**src/rtl/pulse_blinker.sv**
```systemverilog
// Turns single-cycle event pulses into slow, human-visible LED blinks, one blink per event.
// Optional sticky dropped-event flag enabled with the PULSE_BLINKER_OVF_EN macro.
module pulse_blinker #(
  parameter int ON_TICKS  = 4,
  parameter int OFF_TICKS = 4,
  parameter int CNT_W     = 4
) (
  input  logic             regular_clk,
  input  logic             reset_n,
  input  logic             slow_clk,
  input  logic             event_pulse,
  output logic             led_out,
  output logic             busy,
  output logic [CNT_W-1:0] pending,
  output logic             overflow
);

  localparam int MAX_T = (ON_TICKS > OFF_TICKS) ? ON_TICKS : OFF_TICKS;
  localparam int TW    = $clog2(MAX_T + 1);
  localparam logic [TW-1:0]    ON_LAST  = TW'(ON_TICKS - 1);
  localparam logic [TW-1:0]    OFF_LAST = TW'(OFF_TICKS - 1);
  localparam logic [CNT_W-1:0] PEND_MAX = '1;

  typedef enum logic [1:0] {S_IDLE, S_ON, S_OFF} state_e;

  state_e           state_q, state_d;
  logic [TW-1:0]    tick_q, tick_d;
  logic             entry_q, entry_d;
  logic [CNT_W-1:0] pend_q, pend_d;
  logic             led_q, busy_q;
  logic             consume, drop, tick_en;

  // The first cycle of each phase ignores slow_clk so a phase never starts half-counted.
  assign tick_en = slow_clk && !entry_q;

  always_comb begin
    state_d = state_q;
    tick_d  = tick_q;
    entry_d = 1'b0;
    consume = 1'b0;
    case (state_q)
      S_IDLE: begin
        if (pend_q != '0) begin
          state_d = S_ON;
          consume = 1'b1;
          tick_d  = '0;
          entry_d = 1'b1;
        end
      end
      S_ON: begin
        if (tick_en) begin
          if (tick_q == ON_LAST) begin
            state_d = S_OFF;
            tick_d  = '0;
            entry_d = 1'b1;
          end else begin
            tick_d = tick_q + 1'b1;
          end
        end
      end
      S_OFF: begin
        if (tick_en) begin
          if (tick_q == OFF_LAST) begin
            tick_d = '0;
            if (pend_q != '0) begin
              state_d = S_ON;
              consume = 1'b1;
              entry_d = 1'b1;
            end else begin
              state_d = S_IDLE;
            end
          end else begin
            tick_d = tick_q + 1'b1;
          end
        end
      end
      default: state_d = S_IDLE;
    endcase
  end

  // A new event while full and not consuming is lost; event+consume nets to zero.
  always_comb begin
    drop   = event_pulse && !consume && (pend_q == PEND_MAX);
    pend_d = pend_q;
    if (event_pulse && !consume && !drop) begin
      pend_d = pend_q + 1'b1;
    end else if (!event_pulse && consume) begin
      pend_d = pend_q - 1'b1;
    end
  end

  always_ff @(posedge regular_clk or negedge reset_n) begin
    if (!reset_n) begin
      state_q <= S_IDLE;
      tick_q  <= '0;
      entry_q <= 1'b0;
      pend_q  <= '0;
      led_q   <= 1'b0;
      busy_q  <= 1'b0;
    end else begin
      state_q <= state_d;
      tick_q  <= tick_d;
      entry_q <= entry_d;
      pend_q  <= pend_d;
      led_q   <= (state_d == S_ON);
      busy_q  <= (state_d != S_IDLE);
    end
  end

  assign led_out = led_q;
  assign busy    = busy_q;
  assign pending = pend_q;

`ifdef PULSE_BLINKER_OVF_EN
  logic ovf_q;

  always_ff @(posedge regular_clk or negedge reset_n) begin
    if (!reset_n) begin
      ovf_q <= 1'b0;
    end else if (drop) begin
      ovf_q <= 1'b1;
    end
  end

  assign overflow = ovf_q;
`else
  assign overflow = 1'b0;
`endif

endmodule

```
**config.mk**
```make
export PLATFORM = sky130hd
export DESIGN_NAME = pulse_blinker
export DESIGN_NICKNAME = d
export VERILOG_FILES = /design/src/rtl/pulse_blinker.sv
export SDC_FILE = /design/constraint.sdc
export NUM_CORES = 1
export LEC_CHECK = 0
export BUFFER_PORTS_ARGS = -buffer_cell sky130_fd_sc_hd__buf_2
export CAP_MARGIN = 10
export CORE_MARGIN = 2
export CORE_UTILIZATION = 50
export CTS_CLUSTER_DIAMETER = 80
export DETAILED_ROUTE_END_ITERATION = 10
export GPL_TIMING_DRIVEN = 1
export HOLD_SLACK_MARGIN = 0.15
export PLACE_DENSITY = 0.71
export SLEW_MARGIN = 20
export SYNTH_ARGS = -nofsm -noshare
export SYNTH_HDL_FRONTEND = slang
export SYNTH_SLANG_ARGS = --single-unit
export TNS_END_PERCENT = 1
```
**constraint.sdc**
```tcl
create_clock -name regular_clk -period 3.42 [get_ports regular_clk]
set_input_delay 0.342 -clock regular_clk [delete_from_list [all_inputs] [get_ports regular_clk]]
set_output_delay 0.342 -clock regular_clk [all_outputs]
set_load 0.02 [all_outputs]
```
Word level (Yosys, flattened, before mapping)
Index checks and enable logic that the tools add are counted.
{"block": "op_classes", "n_addsub": 3, "eq_ne": 7, "n_mux": 20, "n_reduce_logical": 16}
{"operator": "2-to-1 mux 2 bit", "count": 5}
{"operator": "2-to-1 mux 3 bit", "count": 3}
{"operator": "2-to-1 mux 4 bit", "count": 2}
{"operator": "2-to-1 mux 1 bit", "count": 6}
{"operator": "case mux 2 bit (3 select lines)", "count": 1}
{"operator": "case mux 3 bit (2 select lines)", "count": 1}
{"operator": "nonzero test 2 bit", "count": 3}
{"operator": "logical AND 1 bit", "count": 5}
{"operator": "adder 4 x 1 -> 4 bit, second input constant", "count": 1}
{"operator": "equality test 2 x 1 -> 1 bit, second input constant", "count": 2}
{"operator": "equality test 4 bit, second input constant", "count": 1}
{"operator": "zero test 1 bit", "count": 4}
{"operator": "nonzero test 4 bit", "count": 1}
{"operator": "subtractor 4 x 1 -> 4 bit, second input constant", "count": 1}
{"operator": "adder 3 x 1 -> 3 bit, second input constant", "count": 1}
{"operator": "equality test 3 x 2 -> 1 bit, second input constant", "count": 1}
{"operator": "case mux 1 bit (3 select lines)", "count": 1}
{"operator": "AND reduction 3 bit", "count": 1}
{"operator": "equality test 2 bit, second input constant", "count": 1}
{"operator": "zero test 2 bit", "count": 1}
{"operator": "inequality test 2 x 1 -> 1 bit, second input constant", "count": 1}
{"operator": "inequality test 2 bit, second input constant", "count": 1}
{"operator": "case mux 1 bit (2 select lines)", "count": 1}
{"operator": "OR reduction 2 bit", "count": 1}
{"block": "word_totals", "ff_bits": 12, "inputBits": 4, "output_inout_bits": 7, "word_cells": 52}

Logic depth before layout (Yosys ltp)
{"block": "depth", "word_depth": 11, "mapped_depth": 10, "mapped_depth_nobuf": 10}

Worst setup path before layout
OpenSTA, ideal clock, no wires.
{"block": "synth_timing", "path_kind": "reg-to-reg", "from": "register pend_q[0], in the netlist pending[0]", "to": "register pend_q[3], in the netlist pending[3]", "setup_ns": 0.080, "arrival_time_ns": 2.526, "t_required_ns": 3.340, "path_slack_ns": 0.815, "path_stages_with_launch": 9, "path_buffers": 0, "period_less_slack_ns": 2.605, "cell_sequence": "dfrtp_1 or4_4 o211ai_4 nand3_1 ha_1 and3_2 or3_1 mux2i_1 xor2_1"}
{"block": "synth_via", "elab_chain_len": 11, "elab_cells_between_ends": 17, "classes_between": "add/sub (2); eq/ne (1); mux (6); reduce/logical (8)"}
{"element": "start: declaration", "line": "29", "rtl": "logic [CNT_W-1:0] pend_q, pend_d;"}
{"element": "start signal: assignment", "line": "104", "rtl": "pend_q <= pend_d;"}
{"element": "nonzero test 4 bit", "line": "43, 65"}
{"element": "2-to-1 mux 1 bit", "line": "43, 65"}
{"element": "2-to-1 mux 1 bit", "line": "63", "rtl": "if (tick_q == OFF_LAST) begin"}
{"element": "2-to-1 mux 1 bit", "line": "62", "rtl": "if (tick_en) begin"}
{"element": "case mux 1 bit (2 select lines)", "line": "41", "rtl": "case (state_q)"}
{"element": "zero test 1 bit", "line": "83, 85"}
{"element": "logical AND 1 bit", "line": "83, 85"}
{"element": "logical AND 1 bit", "line": "83", "rtl": "drop = event_pulse && !consume && (pend_q == PEND_MAX);"}
{"element": "zero test 1 bit", "line": "85", "rtl": "if (event_pulse && !consume && !drop) begin"}
{"element": "logical AND 1 bit", "line": "85"}
{"element": "2-to-1 mux 4 bit or nonzero test 2 bit (tied branches)"}
Several ways; a longest one is shown, not always the timed one. The select of a mux whose other input is x is not followed.
A chain may end at the register's enable or synchronous reset.

Final worst setup path
{"block": "layout_timing", "from": "register state_q[0]", "to": "register pend_q[3], in the netlist pending[3]"}
{"block": "layout_via", "elab_chain_len": 8, "elab_cells_between_ends": 11, "classes_between": "eq/ne (1); mux (2); reduce/logical (8)"}
{"element": "start: declaration", "line": "26", "rtl": "state_e state_q, state_d;"}
{"element": "start signal: assignment", "line": "101", "rtl": "state_q <= state_d;"}
{"element": "equality test 2 bit or zero test 2 bit (tied branches)", "line": "41"}
{"element": "case mux 1 bit (2 select lines) (*)", "line": "41"}
{"element": "zero test 1 bit", "line": "83, 85"}
{"element": "logical AND 1 bit", "line": "83, 85"}
{"element": "logical AND 1 bit", "line": "83"}
{"element": "zero test 1 bit", "line": "85"}
{"element": "logical AND 1 bit", "line": "85"}
{"element": "2-to-1 mux 4 bit or nonzero test 2 bit (tied branches)"}
Every way passes the cells marked *; elsewhere a longest branch is shown, timed or not.

==> parameters.txt <==
Parameter                              Value

Clocking
  Later-pin clock latency in the skew report ... 0.27 ns
  TritonCTS Buffers ... 3
  Post-CTS Hold Fix Bufs ... 1
  TritonCTS clock tree ... done
  Clock-pin slew reported for the worst setup and hold paths after clock tree synthesis ... 0.08 ns
  Buffer type at the clock tree root ... clkbuf_4
  Clk buf depth ... 2
  H-Tree Depth ... 1
  Post-cts repair resize count ... 0
  Buffers inserted by post-CTS timing repair ... 0
  Sinks on the clock net ... 12

Synthesis
  Dominant register cell in the synthesized netlist ... dfrtp_1
  Synth cell count leaders ... dfrtp_1, ha_1, inv_1
  Cell type with the largest total area after synthesis ... dfrtp_1
  Share of synthesized area occupied by flip-flops and latches ... 0.401
  Netlist cell types ... 31
  Warnings, synthesis ... 0
  Most frequent cell after synthesis ... dfrtp_1
  Synth top area share ... 0.401
  Fraction of registers with async set/reset ... 1.00
  Syn Inst Count ... around 70
  Mean instance size in the synthesized netlist ... between 10 and 15 sq um
  Cell Area, Synth ... 749 sq um
  Net count after synthesis ... 81
  Top post-synthesis cells by area ... dfrtp_1, ha_1, inv_1
  Total of flip-flops plus latches after synthesis ... 12
  Number of enable-type register cells in the synthesized netlist ... 0

Floorplan
  Core region area ... 1350 sq um
  IO Pins ... 11
  Horizontal die dimension ... 42.7 um
  Starting density of the core ... 0.555
  Overall die height ... 42.7 um
  Number of standard-cell rows in the floorplan ... 13
  Full die area ... 1820 sq um

Placement
  Placed cell area ... 806 sq um
  Total half-perimeter wirelength after legalization and detailed placement ... 990 um
  Cell total after placement ... 92
  Number of input and output port buffers inserted ... 9
  Routability Congestion ... roughly 0.78

Outcome
  Result of the run ... finished clean

Pwr
  Leakage power ... approximately 0.00041 uW
  Max VDD drop ... 0.612 mV
  PD cells ... between 900 and 1000 nW/um^2

Detailed routing
  Drt wl/cell ... 13.6 um
  Post-detailed-route count of antenna-violating nets ... 0
  Length of the first detailed-routing pass in iterations ... 4
  Average via count per standard cell ... 5.74
  Post-detailed-route DRC marker count ... 0
  Detailed-route wire length ... around 1300 um
  Starting DRT DRC Count ... 11
  Vias ... 557

GRT
  Initial antenna violation count ... 0
  Overall overflow remaining after global route ... 0
  Wire length of the first global-routing pass ... 2240 um
  Pin count of the biggest net entering global routing ... 13
  Vias in the first global route ... between 500 and 600
  Global Route Usage Sum ... 0.168

Finish
  Final std cell area, no fill ... 852 sq um
  Layout filler cell count ... 106
  Fraction of layout cells with a size suffix above 1 ... 0.268
  Final layout net count ... 95
  Count of antenna diodes in the layout ... 0
  Synth-to-Final Area Change ... 13.7%
  Final Instance Count excl. Fillers ... 97

Critical path
  Beginning of the worst register-to-register path ... state_q[0]
  Critical path class ... reg2reg
  End of the worst register-to-register path ... pending[3]
  Crit path DAT ... between 2 and 3 ns
  Count of cells along the worst register-to-register path ... 10
  Maximum fanout along the worst path ... 5
  Reg-to-reg setup timing slack ... 0.71 ns
  CP endpoint kind ... flip-flop
  Required time reported for the critical path endpoint ... 3.62 ns
  Startpoint Class ... flip-flop

Timing
  Final hold viol count ... 0
  Final cycle utilization of the critical path ... 0.792
  Normalized max-slew margin ... 0.638
  Number of pins with negative max-slew slack in the final report ... 0
  Final Skew ... 0.00445 ns
  Final count of negative-setup-slack endpoints ... 0
  TNS Setup ... 0 ns
  Achievable frequency ... 369 MHz
  Crit path time final ... 2.71 ns
  Unrepaired setup endpoints after global routing ... false
  Transition time of the tightest slew-check pin ... 0.542 ns

Min path
  Hold/Removal Path Class ... in2async

Flow run
  Max-cap check violation count ... 0
metrics by stage:
stage / total power [uW] / hold slack (ns) / setup slack [ns] / utilization
2_1_floorplan: 623 / 0.0464 / 0.815 / -
3_3_place_gp: 719 / 0.234 / 0.775 / 0.597
3_5_place_dp: 738 / 0.239 / 0.708 / 0.597
4_1_cts: 859 / 0.470 / 0.688 / 0.631
5_1_grt: 923 / 0.475 / 0.487 / 0.631
6_report: 850 / 0.460 / 0.711 / 0.631
power by group:
group	switching [uW]	internal (uW)
sequential	63.8	206
combinational	252	215
clock	48.8	64.7
layout by cell type (no fill, tap or decap), types with 2 or more instances in the layout:
| cell type | instances |
|---|---|
| dfrtp_1 | 12 |
| buf_2 | 9 |
| inv_1 | 7 |
| ha_1 | 7 |
| o21ai_0 | 5 |
| nand4_1 | 3 |
| nand2b_1 | 3 |
| xor2_1 | 3 |
| clkbuf_4 | 3 |
| nand3_1 | 2 |
| nand2_1 | 2 |
| a21oi_1 | 2 |
| mux2i_1 | 2 |
| mux2_2 | 2 |
registers in the layout, summed over array words and instances (netlist names):
signal,flops
tick_q,3
state_q,2
led_out,1
pending,4
busy,1
entry_q,1
cell type report:
cell class	count	area [sq um]	share of cell area
clock buffer	4	36.3	0.0426
tap	15	18.8	0.0220
timing repair buffer	10	55.1	0.0646
sequential	12	300	0.352
multi-input combinational	49	415	0.488
inverter	7	26.3	0.0308
cell families after synthesis:
kind of cell,after synthesis,synth area share
AND/OR/NAND/NOR,17,0.149
AO/OA/AOI/OAI,16,0.165
flip-flops,12,0.401
adder cells (fa/ha/maj),8,0.144
buffers and inverters,8,0.0451
multiplexers,4,0.0568
XOR/XNOR,3,0.0351
other,1,0.00500
routing by layer:
| metal | part of all wire | global-route usage | up-vias |
|---|---|---|---|
| met4 | 0 | 0.113 | 0 |
| met1 | 0.50 | 0.212 | 269 |
| met2 | 0.46 | 0.252 | 11 |
| li1 | - | - | 277 |
| met5 | 0 | 0 | - |
| met3 | 0.035 | 0.0383 | 0 |
worst max path at each step:
| stage | to | startpoint |
|---|---|---|
| after floorplan | pending[3] | pending[0] |
| after global placement | pending[3] | state_q[0] |
| after detailed placement | pending[3] | state_q[0] |
| after CTS | pending[3] | state_q[0] |
| after global routing | pending[3] | state_q[0] |
| final | pending[3] | state_q[0] |
critical path, stage by stage, from the launching register on:
cell      delay, ns
dfrtp_1        0.41
inv_1          0.08
ha_1           0.27
or2_2          0.33
o211ai_4       0.12
nand3_1        0.19
ha_1           0.36
and3_2         0.22
or3_1          0.34
mux2i_1        0.16
xor2_1         0.15
Note: power is estimated with default switching activity, not from simulation.
